===== config.mk =====
export PLATFORM = sky130hd
export DESIGN_NAME = round_sequencer
export DESIGN_NICKNAME = d
export VERILOG_FILES = /design/src/rtl/round_sequencer.sv
export SDC_FILE = /design/constraint.sdc
export NUM_CORES = 1
export LEC_CHECK = 0
export CORE_ASPECT_RATIO = 1.75
export CORE_MARGIN = 1.5
export CORE_UTILIZATION = 25
export CTS_CLUSTER_DIAMETER = 30
export DETAILED_ROUTE_END_ITERATION = 8
export HOLD_SLACK_MARGIN = 0.12
export PLACE_DENSITY = 0.48
export SLEW_MARGIN = 40
export SYNTH_ARGS = -nofsm -noshare
export SYNTH_HDL_FRONTEND = slang
export SYNTH_SLANG_ARGS = --single-unit
export TNS_END_PERCENT = 50

===== constraint.sdc =====
create_clock -name clk -period 4.88 [get_ports clk]
set_input_delay 0.976 -clock clk [delete_from_list [all_inputs] [get_ports clk]]
set_output_delay 0.976 -clock clk [all_outputs]
set_load 0.01 [all_outputs]

===== src/rtl/round_sequencer.sv =====
// round_sequencer: one Tug-of-War match as a series of timed, judged rounds.
// Define FALSE_START_EN to make a press during the hold-off a foul.
module round_sequencer #(
    parameter int WINS_TO_MATCH = 3,
    parameter int MIN_WAIT      = 8,
    parameter int RAND_BITS     = 3,
    parameter int TIMEOUT_TICKS = 64,
    parameter int SHOW_TICKS    = 16
) (
    input  logic       clk,
    input  logic       rst,
    input  logic       start_i,
    input  logic       slowen_i,
    input  logic       rand_i,
    input  logic       pbl_sy_i,
    input  logic       pbr_sy_i,
    output logic       clear_o,
    output logic       armed_o,
    output logic       round_done_o,
    output logic [1:0] round_win_o,
    output logic [3:0] wins_l_o,
    output logic [3:0] wins_r_o,
    output logic       match_over_o,
    output logic       match_win_r_o
);
    localparam logic [2:0] S_IDLE  = 3'd0;
    localparam logic [2:0] S_CLEAR = 3'd1;
    localparam logic [2:0] S_WAIT  = 3'd2;
    localparam logic [2:0] S_ARMED = 3'd3;
    localparam logic [2:0] S_JUDGE = 3'd4;
    localparam logic [2:0] S_SHOW  = 3'd5;
    localparam logic [2:0] S_OVER  = 3'd6;
    localparam logic [3:0] WINS    = 4'(WINS_TO_MATCH);

    logic [2:0]           state_q, state_d;
    logic [7:0]           cnt_q, cnt_d;
    logic [RAND_BITS-1:0] acc_q, acc_d;
    logic [RAND_BITS:0]   acc_sh;
    logic [1:0]           win_q, win_d, res;
    logic [3:0]           wl_q, wl_d, wr_q, wr_d;
    logic                 start_q, pbl_q, pbr_q, clear_q;
    logic                 start_e, l_e, r_e, tick_end;

    assign start_e  = start_i & ~start_q;
    assign l_e      = pbl_sy_i & ~pbl_q;
    assign r_e      = pbr_sy_i & ~pbr_q;
    assign tick_end = slowen_i && cnt_q == 8'd1;
    assign res      = (l_e && r_e) ? 2'b00 : {l_e, r_e};

    always_comb begin
        state_d = state_q;
        cnt_d   = cnt_q;
        acc_sh  = {acc_q, rand_i};
        acc_d   = acc_q;
        win_d   = win_q;
        wl_d    = wl_q;
        wr_d    = wr_q;
        case (state_q)
            S_IDLE: if (start_e) begin
                state_d = S_CLEAR;
                cnt_d   = '0;
            end
            S_CLEAR: begin
                acc_d = acc_sh[RAND_BITS-1:0];
                cnt_d = cnt_q + 8'd1;
                if (cnt_q == 8'(RAND_BITS - 1)) begin
                    state_d = S_WAIT;
                    cnt_d   = 8'(MIN_WAIT) + 8'(acc_d);
                end
            end
            S_WAIT: begin
`ifdef FALSE_START_EN
                // a foul hands the round to the opponent
                if (l_e || r_e) begin
                    state_d = S_JUDGE;
                    win_d   = {res[0], res[1]};
                end else
`endif
                if (slowen_i) begin
                    cnt_d = cnt_q - 8'd1;
                    if (tick_end) begin
                        state_d = S_ARMED;
                        cnt_d   = 8'(TIMEOUT_TICKS);
                    end
                end
            end
            S_ARMED: if (l_e || r_e) begin
                state_d = S_JUDGE;
                win_d   = res;
            end else if (slowen_i) begin
                cnt_d = cnt_q - 8'd1;
                if (tick_end) begin
                    state_d = S_JUDGE;
                    win_d   = 2'b00;
                end
            end
            S_JUDGE: begin
                state_d = S_SHOW;
                cnt_d   = 8'(SHOW_TICKS);
            end
            S_SHOW: if (slowen_i) begin
                cnt_d = cnt_q - 8'd1;
                if (tick_end) begin
                    state_d = (wl_q == WINS || wr_q == WINS) ? S_OVER : S_CLEAR;
                    cnt_d   = '0;
                end
            end
            S_OVER: if (start_e) begin
                state_d = S_CLEAR;
                cnt_d   = '0;
                win_d   = 2'b00;
                wl_d    = '0;
                wr_d    = '0;
            end
            default: state_d = S_IDLE;
        endcase
        // counts move only on the clk that enters JUDGE, saturating at the match target
        if (state_d == S_JUDGE) begin
            wl_d = (win_d[1] && wl_q != WINS) ? wl_q + 4'd1 : wl_q;
            wr_d = (win_d[0] && wr_q != WINS) ? wr_q + 4'd1 : wr_q;
        end
    end

    always_ff @(posedge clk or posedge rst) begin
        if (rst) begin
            state_q <= S_IDLE;
            cnt_q   <= '0;
            acc_q   <= '0;
            win_q   <= '0;
            wl_q    <= '0;
            wr_q    <= '0;
            start_q <= 1'b0;
            pbl_q   <= 1'b0;
            pbr_q   <= 1'b0;
            clear_q <= 1'b0;
        end else begin
            state_q <= state_d;
            cnt_q   <= cnt_d;
            acc_q   <= acc_d;
            win_q   <= win_d;
            wl_q    <= wl_d;
            wr_q    <= wr_d;
            start_q <= start_i;
            pbl_q   <= pbl_sy_i;
            pbr_q   <= pbr_sy_i;
            clear_q <= state_d == S_IDLE || state_d == S_CLEAR;
        end
    end

    assign clear_o       = clear_q;
    assign armed_o       = state_q == S_ARMED;
    assign round_done_o  = state_q == S_JUDGE;
    assign round_win_o   = win_q;
    assign wins_l_o      = wl_q;
    assign wins_r_o      = wr_q;
    assign match_over_o  = state_q == S_OVER;
    assign match_win_r_o = match_over_o && wr_q == WINS;
endmodule

==> results.sh, run 1 <==
export IMPL_antenna_diode_count=0
export IMPL_viasPerCell=4.99
export IMPL_drv_cap=0
export IMPL_dp_slack_ns=1.52
export IMPL_worst_slack_ns=1.84
export IMPL_power_mw=1.16
export IMPL_synth_main_ff_cell="dfrtp_1"
export IMPL_hold_class="flip-flop to flip-flop"
export IMPL_syn_area_sq_um=1800
export IMPL_root_buffer="clkbuf_16"
export IMPL_h_tree_depth=1
export IMPL_cp_cell_sequence="and2b_1 -> nand2_1 -> inv_1 -> clkdlybuf4s50_1"
export IMPL_core_sq_um=6910
export IMPL_fin_crit_ns=3.04
export IMPL_route_detailed_drc=0
export IMPL_cts_reportedPaths_clkPinSlew_ns=0.07
export IMPL_synth_warnings=0
export IMPL_ys_ff_latch=27
export IMPL_cts_hold_repair_buffers=0
export IMPL_clock_latency_ns=0.27
export IMPL_syn_avg_cell_area_sq_um=8.19
export IMPL_synthTopCellsByArea="dfrtp_1, nor2_1, nand2_1, ha_1, mux2i_1"
export IMPL_die_height_um=115
export IMPL_crit_slowest_cell="clkdlybuf4s50_1"
export IMPL_grt_pass1_wl_um=8000
export IMPL_skew_ns=0.00584
export IMPL_ant_nets=0
export IMPL_fin_setup_tns_ns=0
export IMPL_rows=40
export IMPL_critPathMaxStageDelay_ns=0.55
export IMPL_syn2layout_area_growth_pct=19.9
export IMPL_crit_buf_inv=2
export IMPL_synthesis_nets=233
export IMPL_antenna_found_initial=0
export IMPL_die_x_um=67.2
export IMPL_port_buffers=21
export IMPL_endpoint_kind="output pin"
export IMPL_routedWlPerCell_um=15.0
export IMPL_grt_overflow_total=0
export IMPL_pin_count=22
export IMPL_power_density_nw_per_um2=539
export IMPL_grt_pass1_vias=1612
export IMPL_critPathMaxFanout=13
export IMPL_worst_pin_slew_ns=0.599
export IMPL_synth_enable_flop_cells=0
export IMPL_finalCritPeriodShare_pct=62.3
export IMPL_nets=251
export IMPL_drt_pass1_iterations=4
export IMPL_postCtsSetupRepairBufs=0
export IMPL_grt_max_degree=28
export IMPL_dr_total_vias=1603
export IMPL_cp_required_ns=3.90
export IMPL_power_leakage_nw=0.938
export IMPL_outcome="completed"
export IMPL_seq_area_frac_synth_pct=37.5
export IMPL_synth_top_area_cell="dfrtp_1"
export IMPL_hold_violations=0
export IMPL_cts_sinks=27
export IMPL_synthCells=220
export IMPL_maxSlewHeadroom_pct=59.6
export IMPL_drtIter0Drc=18
export IMPL_rsz0062_at_grt="false"
export IMPL_clockBufferDepth=2
export IMPL_layout_drive_gt1_share_pct=4.22
export IMPL_dieArea_sq_um=7750
export IMPL_worst_setup_path_type="flip-flop to output pin"
export IMPL_cts_tree="yes"
export IMPL_ys_types=48
export IMPL_synth_async_sr_flop_share_pct=100
export IMPL_finalSetupViolations=0
export IMPL_track_usage_pct=13.9
export IMPL_cp_top_family="buffers and inverters"
export IMPL_place_hpwl_um=3680
export IMPL_arrival_ns=2.06
export IMPL_cts_made_buffers=3
export IMPL_ctsResizeCount=0
export IMPL_max_freq_ghz=0.329
export IMPL_maxSlewViolCount=0
export IMPL_drt_wl_total_um=4810
export IMPL_cp_start_kind="flip-flop"
export IMPL_gp_congestion=0.777
export IMPL_start_util_pct=26.1
export IMPL_netlist_area_leader_share_pct=37.5
export IMPL_vdd_drop_max_v=0.000208
[report_power, final]
part	switching (mW)	internal (mW)	leakage [nW]
sequential	0.111	0.285	0.350
combinational	0.331	0.243	0.546
clock	0.0818	0.111	0.0409
total	0.524	0.640	0.938
[path summary, 6_finish.rpt]
| path | slack, ns | to | cells past startpoint | startpoint |
|---|---|---|---|---|
| worst max-delay path | 1.84 | armed_o | 4 | state_q[2] |
| worst min-delay path | 0.52 | acc_q[1] | 1 | acc_q[1] |
| worst max register to register | 2.55 | cnt_q[5] | 8 | cnt_q[1] |
| worst min register to register | 0.52 | acc_q[1] | 1 | acc_q[1] |
| max in group asynchronous | 3.56 | wins_r_o[2] | 3 | rst |
| min in group asynchronous | 1.06 | acc_q[1] | 3 | rst |
[per-stage QoR]
| step | utilization (%) | cell area (sq um) | cells | hold slack (ns) |
|---|---|---|---|---|
| 2_1_floorplan | - | 1800 | 220 | 0.467 |
| 3_3_place_gp | 30.1 | 2080 | 317 | 0.503 |
| 3_5_place_dp | 30.1 | 2080 | 317 | 0.506 |
| 4_1_cts | 31.3 | 2160 | 321 | 0.522 |
| 5_1_grt | 31.3 | 2160 | 321 | 0.550 |
| 6_report | 31.3 | 2160 | 321 | 0.518 |
[worst register-to-register path: cells and delay by family (launching register included)]
family	cells	cell delay, ns
AND/OR/NAND/NOR	3	0.71
AO/OA/AOI/OAI	3	0.67
flip-flops	1	0.46
adder cells (fa/ha/maj)	1	0.18
buffers and inverters	1	0.17
[state kept, by name, summed over array words and instances, names as in the netlist]
| signal | flops |
|---|---|
| cnt_q | 8 |
| wins_l_o | 4 |
| wins_r_o | 4 |
| state_q | 3 |
| acc_q | 2 |
| round_win_o | 2 |
| clear_o | 1 |
| pbl_q | 1 |
| pbr_q | 1 |
| start_q | 1 |
[kinds of logic (layout without fill, tap and decap cells)]
kind of cell	after synthesis	after routing	share of synthesized area [%]
AND/OR/NAND/NOR	104	104	29.2
XOR/XNOR	6	6	2.92
adder cells (fa/ha/maj)	6	6	4.17
flip-flops	27	27	37.5
AO/OA/AOI/OAI	51	51	17.4
buffers and inverters	18	35	4.31
multiplexers	8	8	4.51
[cell type report]
cell class                      count  area (sq um)
Sequential cell                    27           676
Timing Repair Buffer               22           218
Fill cell                         763          4750
Inverter                            9          33.8
Tap cell                           84           105
Multi-Input combinational cell    175          1050
Clock buffer                        3          75.1
Clock inverter                      1          5.00
[metal layers]
layer  GRT usage (%)  wire, um  vias to the layer above
met5               0         0                        -
met4            8.57       215                        0
met3            1.57       115                       13
met2            25.6      2600                       31
met1            14.3      1880                      755
li1                -         -                      804
[Yosys cell counts, types with 4 or more instances]
cell / n
dfrtp_1: 27
nor2_1: 27
nand2_1: 26
o21ai_0: 14
a21oi_1: 12
nand3_1: 12
inv_1: 9
mux2i_1: 7
ha_1: 6
nor2b_1: 6
nor3_1: 6
buf_2: 5
o21ai_1: 5
o31ai_1: 5
nand2b_1: 4
xor2_1: 4
[cells in the final DEF, fill, tap and decap left out, types with 3 or more instances in the layout]
cell / count
a21oi_1: 12
and3_1: 3
clkbuf_16: 3
clkdlybuf4s50_1: 21
dfrtp_1: 27
ha_1: 6
inv_1: 9
mux2i_1: 7
nand2_1: 26
nand2b_1: 4
nand3_1: 12
nor2_1: 27
nor2b_1: 6
nor3_1: 6
o21a_1: 3
o21ai_0: 14
o21ai_1: 5
o31ai_1: 5
or3_1: 3
xor2_1: 4
Note: power is estimated with default switching activity, not from simulation.
==> inputs of run 2 (changes only) <==
PLACE_DENSITY = 0.5   (was 0.48)
clock period = 2.78 ns   (was 4.88 ns; I/O delays follow)
==> results.sh, run 2 (synthesized netlist as in run 1, its figures left out) <==
export IMPL_pwr_share_seq_pct=31.7
export IMPL_start_util_pct=26.1
export IMPL_critPathMaxFanout=7
export IMPL_core_sq_um=6910
export IMPL_routedWlPerCell_um=14.8
export IMPL_finalCritPeriodShare_pct=85.0
export IMPL_die_height_um=115
export IMPL_cts_sinks=27
export IMPL_fin_setup_tns_ns=0
export IMPL_swShare_pct=44.2
export IMPL_p_int_mw=1.17
export IMPL_viasPerCell=4.99
export IMPL_switchingPower_mw=0.927
export IMPL_hold_class="flip-flop to flip-flop"
export IMPL_track_usage_pct=14.2
export IMPL_largest_reg_flops=8
export IMPL_drt_pass1_iterations=5
export IMPL_outcome="completed"
export IMPL_cts_made_buffers=3
export IMPL_area_sequential_sq_um=676
export IMPL_worst_setup_path_type="flip-flop to output pin"
export IMPL_route_detailed_drc=0
export IMPL_n_fill_cell=734
export IMPL_reg2reg_to="cnt_q[5]"
export IMPL_rows=40
export IMPL_postCtsSetupRepairBufs=0
export IMPL_power_density_nw_per_um2=948
export IMPL_min_delay_path_depth=2
export IMPL_clock_latency_ns=0.27
export IMPL_multi_input_area_sq_um=1050
export IMPL_dieArea_sq_um=7750
export IMPL_drv_cap=0
export IMPL_drtIter0Drc=48
export IMPL_max_freq_ghz=0.423
export IMPL_h_tree_depth=1
export IMPL_grt_max_degree=28
export IMPL_top_register="cnt_q"
export IMPL_grt_pass1_wl_um=8190
export IMPL_dr_total_vias=1637
export IMPL_arrival_ns=1.81
export IMPL_worst_pin_slew_ns=0.537
export IMPL_holdPathEnd="acc_q[0]"
export IMPL_pwr_share_comb_pct=51.9
export IMPL_fin_cells=328
export IMPL_maxSlewHeadroom_pct=63.9
export IMPL_cp_start_kind="flip-flop"
export IMPL_final_cell_mix="nor2_1, dfrtp_1, nand2_1"
export IMPL_ctsResizeCount=0
export IMPL_post_place_cells=324
export IMPL_power_leakage_nw=0.967
export IMPL_fin_crit_ns=2.36
export IMPL_port_buffers=21
export IMPL_hold_violations=0
export IMPL_vdd_drop_max_v=0.000350
export IMPL_r2r_cells=8
export IMPL_layout_drive_gt1_share_pct=6.56
export IMPL_min_from="acc_q[0]"
export IMPL_nets=258
export IMPL_rsz0062_at_grt="false"
export IMPL_dpl_instance_area_sq_um=2130
export IMPL_worst_slack_ns=0.418
export IMPL_finalSetupViolations=0
export IMPL_antenna_diode_count=0
export IMPL_dp_slack_ns=0.155
export IMPL_r2r_start="cnt_q[1]"
export IMPL_die_x_um=67.2
export IMPL_fin_area_sq_um=2210
export IMPL_power_mw=2.10
export IMPL_root_buffer="clkbuf_16"
export IMPL_pin_count=22
export IMPL_grt_overflow_total=0
export IMPL_maxSlewViolCount=0
export IMPL_fin_util_pct=32.0
export IMPL_cts_reportedPaths_clkPinSlew_ns=0.07
export IMPL_cp_required_ns=2.22
export IMPL_cts_hold_repair_buffers=0
export IMPL_antenna_found_initial=0
export IMPL_grt_pass1_vias=1712
export IMPL_r2r_slack_ns=0.44
export IMPL_cts_tree="yes"
export IMPL_power_frac_clock_pct=16.4
export IMPL_syn2layout_area_growth_pct=22.8
export IMPL_ant_nets=0
export IMPL_endpoint_kind="output pin"
export IMPL_gp_congestion=0.811
export IMPL_drt_wl_total_um=4840
export IMPL_place_hpwl_um=3720
export IMPL_clockBufferDepth=2
export IMPL_skew_ns=0.00338
export IMPL_hold_slack_ns=0.519
## run 2: cell count changes in the layout (fill, tap and decap cells not counted), sizes merged
cell    delta
buf        +7
clkbuf     +1
clkinv     -1
## run 2: worst max-delay path by stage
stage                   to  slack, ns       start  cells past startpoint
2_1_floorplan     cnt_q[7]       0.66    pbr_sy_i                      7
3_3_place_gp   wins_r_o[2]       0.20    slowen_i                      7
3_5_place_dp   wins_r_o[2]       0.16    slowen_i                      7
5_1_grt           cnt_q[5]       0.21    cnt_q[1]                      8
6_report           armed_o       0.42  state_q[2]                      4
4_1_cts            armed_o       0.41  state_q[2]                      4
## run 2: final cells by class
type | instances | area share [%]
Sequential cell | 27 | 30.5
Inverter | 9 | 1.53
Clock buffer | 4 | 3.56
Multi-Input combinational cell | 175 | 47.4
Tap cell | 84 | 4.75
Timing Repair Buffer | 29 | 12.2
## run 2: critical path, stage by stage, from the launching register on
cell and delay (ns):
dfrtp_1 0.44, and2b_1 0.34, nand2_1 0.10, inv_1 0.12, clkdlybuf4s50_1 0.54
## run 2: power groups by stage
stage	combinational, mW	sequential (mW)	clock, mW
finish	1.09	0.664	0.344
global route	1.24	0.692	0.367
CTS	1.10	0.668	0.355
detailed placement	1.09	0.675	0
global placement	1.09	0.673	0
floorplan	0.823	0.604	0
## run 2: routing by layer
layer	share of wire, %	vias to the layer above	track usage [%]
li1	-	818	-
met1	39	776	14.5
met2	55	33	26.5
met3	2.5	10	1.57
met4	3.3	0	8.57
met5	0	-	0
==> inputs of run 3 (changes only) <==
clock period = 1.9 ns   (was 2.78 ns; I/O delays follow)
==> results.sh, run 3 (synthesized netlist as in run 1, its figures left out) <==
export IMPL_outcome="complete, but fails checks"
export IMPL_violations="negative setup slack"
export IMPL_finalCritPeriodShare_pct=101
export IMPL_grt_max_degree=28
export IMPL_fin_setup_tns_ns=-0.0106
export IMPL_final_common_cell="buf_4"
export IMPL_die_x_um=67.2
export IMPL_critPathMaxFanout=4
export IMPL_hold_slack_ns=0.269
export IMPL_r2r_slack_ns=-0.01
export IMPL_vdd_drop_max_v=0.000551
export IMPL_cts_hold_repair_buffers=0
export IMPL_power_leakage_nw=1.28
export IMPL_place_hpwl_um=4230
export IMPL_maxSlewHeadroom_pct=74.4
export IMPL_power_density_nw_per_um2=1440
export IMPL_min_from="start_i"
export IMPL_port_buffers=21
export IMPL_worst_slack_ns=-0.0106
export IMPL_p_int_mw=2.31
export IMPL_clock_latency_ns=0.27
export IMPL_viasPerCell=5.04
export IMPL_rsz0062_at_grt="true"
export IMPL_pwr_share_seq_pct=22.2
export IMPL_swShare_pct=41.6
export IMPL_crit_slowest_cell="or3_4"
export IMPL_maxSlewViolCount=0
export IMPL_reg2reg_to="cnt_q[6]"
export IMPL_max_freq_ghz=0.523
export IMPL_core_sq_um=6910
export IMPL_critical_path_endpoint="cnt_q[6]"
export IMPL_cts_sinks=27
export IMPL_nets=305
export IMPL_hold_class="primary input to flip-flop"
export IMPL_grt_pass1_vias=2001
export IMPL_startpoint="cnt_q[3]"
export IMPL_power_frac_clock_pct=12.6
export IMPL_track_usage_pct=16.6
export IMPL_antenna_diode_count=0
export IMPL_r2r_cells=7
export IMPL_skew_ns=0.00435
export IMPL_endpoint_kind="flip-flop"
export IMPL_arrival_ns=2.06
export IMPL_finalSetupViolations=1
export IMPL_root_buffer="clkbuf_16"
export IMPL_largest_reg_flops=8
export IMPL_cts_tree="yes"
export IMPL_layout_drive_gt1_share_pct=32.0
export IMPL_switchingPower_mw=1.64
export IMPL_pwr_share_comb_pct=65.2
export IMPL_r2r_start="cnt_q[3]"
export IMPL_cts_made_buffers=3
export IMPL_grt_overflow_total=0
export IMPL_cts_reportedPaths_clkPinSlew_ns=0.07
export IMPL_antenna_found_initial=0
export IMPL_die_height_um=115
export IMPL_worst_pin_slew_ns=0.382
export IMPL_hold_violations=0
export IMPL_rows=40
export IMPL_drv_cap=0
export IMPL_drtIter0Drc=37
export IMPL_top_register="cnt_q"
export IMPL_syn2layout_area_growth_pct=51.7
export IMPL_clockBufferDepth=2
export IMPL_routedWlPerCell_um=15.0
export IMPL_dr_total_vias=1890
export IMPL_cp_start_kind="flip-flop"
export IMPL_drt_pass1_iterations=4
export IMPL_h_tree_depth=1
export IMPL_ant_nets=0
export IMPL_gp_congestion=0.817
export IMPL_critPathMaxStageDelay_ns=0.40
export IMPL_grt_pass1_wl_um=9630
export IMPL_pin_count=22
export IMPL_start_util_pct=26.1
export IMPL_cp_cell_sequence="or3_4 -> buf_6 -> or3_4 -> xor2_2 -> o21ai_1 -> a21oi_1 -> o21ai_1"
export IMPL_final_cell_mix="buf_4, nor2_1, dfrtp_1"
export IMPL_cp_required_ns=2.05
export IMPL_drt_wl_total_um=5640
export IMPL_fin_crit_ns=1.91
export IMPL_route_detailed_drc=0
export IMPL_dieArea_sq_um=7750
export IMPL_worst_setup_path_type="flip-flop to flip-flop"
==> run 3: cell type report <==
| class | count | area, sq um |
|---|---|---|
| fillers | 730 | 4170 |
| multi-input cells | 175 | 1180 |
| flip-flops and latches | 27 | 678 |
| repair buffers | 76 | 651 |
| well taps | 84 | 105 |
| clock buffers | 3 | 75.1 |
| inverters | 9 | 33.8 |
| clock inverters | 1 | 5.00 |
==> run 3: how the worst min path moves through the flow <==
| stage | endpoint | depth (start not counted) |
|---|---|---|
| 2_1_floorplan | pbl_q | 0 |
| 3_3_place_gp | acc_q[0] | 2 |
| 3_5_place_dp | acc_q[1] | 1 |
| 4_1_cts | pbl_q | 1 |
| 5_1_grt | start_q | 1 |
| 6_report | start_q | 1 |
==> run 3: worst max-delay path, delay by kind of cell, from the launching register on <==
family	cells	cell delay, ns
compound gates	3	0.36
xor+xnor	1	0.19
simple gates	2	0.74
buf+inv	1	0.13
flops	1	0.38
==> run 3: what timing repair did <==
item                       4_1_cts  5_1_grt
pin swaps                        8       10
resized for setup               32       17
setup endpoints to repair       22       19
buffers inserted                 6        0
cloned                           1        0
==> run 3: power groups by stage <==
stage                     clock, mW  combinational (mW)  sequential, mW
after floorplan                   0                1.26           0.887
after global placement            0                2.24           0.874
after detailed placement          0                2.25           0.877
after CTS                     0.520                2.48           0.875
after global routing          0.534                2.82           0.894
final                         0.498                2.57           0.875
==> run 3: metrics by stage <==
stage / instances / instance area [sq um] / util, % / total power [mW] / worst slack (ns)
4_1_cts: 375 / 2670 / 38.7 / 3.87 / -0.0408
5_1_grt: 375 / 2730 / 39.6 / 4.24 / -0.0872
2_1_floorplan: 220 / 1830 / - / 2.15 / -0.0395
3_3_place_gp: 364 / 2460 / 35.6 / 3.12 / -0.415
3_5_place_dp: 364 / 2460 / 35.6 / 3.13 / -0.433
6_report: 375 / 2730 / 39.6 / 3.95 / -0.0106
==> run 3: routing by layer <==
metal	share of wire (%)	wire length, um	track usage, %
met4	5.1	287	10.6
met2	56	3150	30.5
met5	0	0	0
met1	36	2020	16.8
met3	3.2	178	2.15
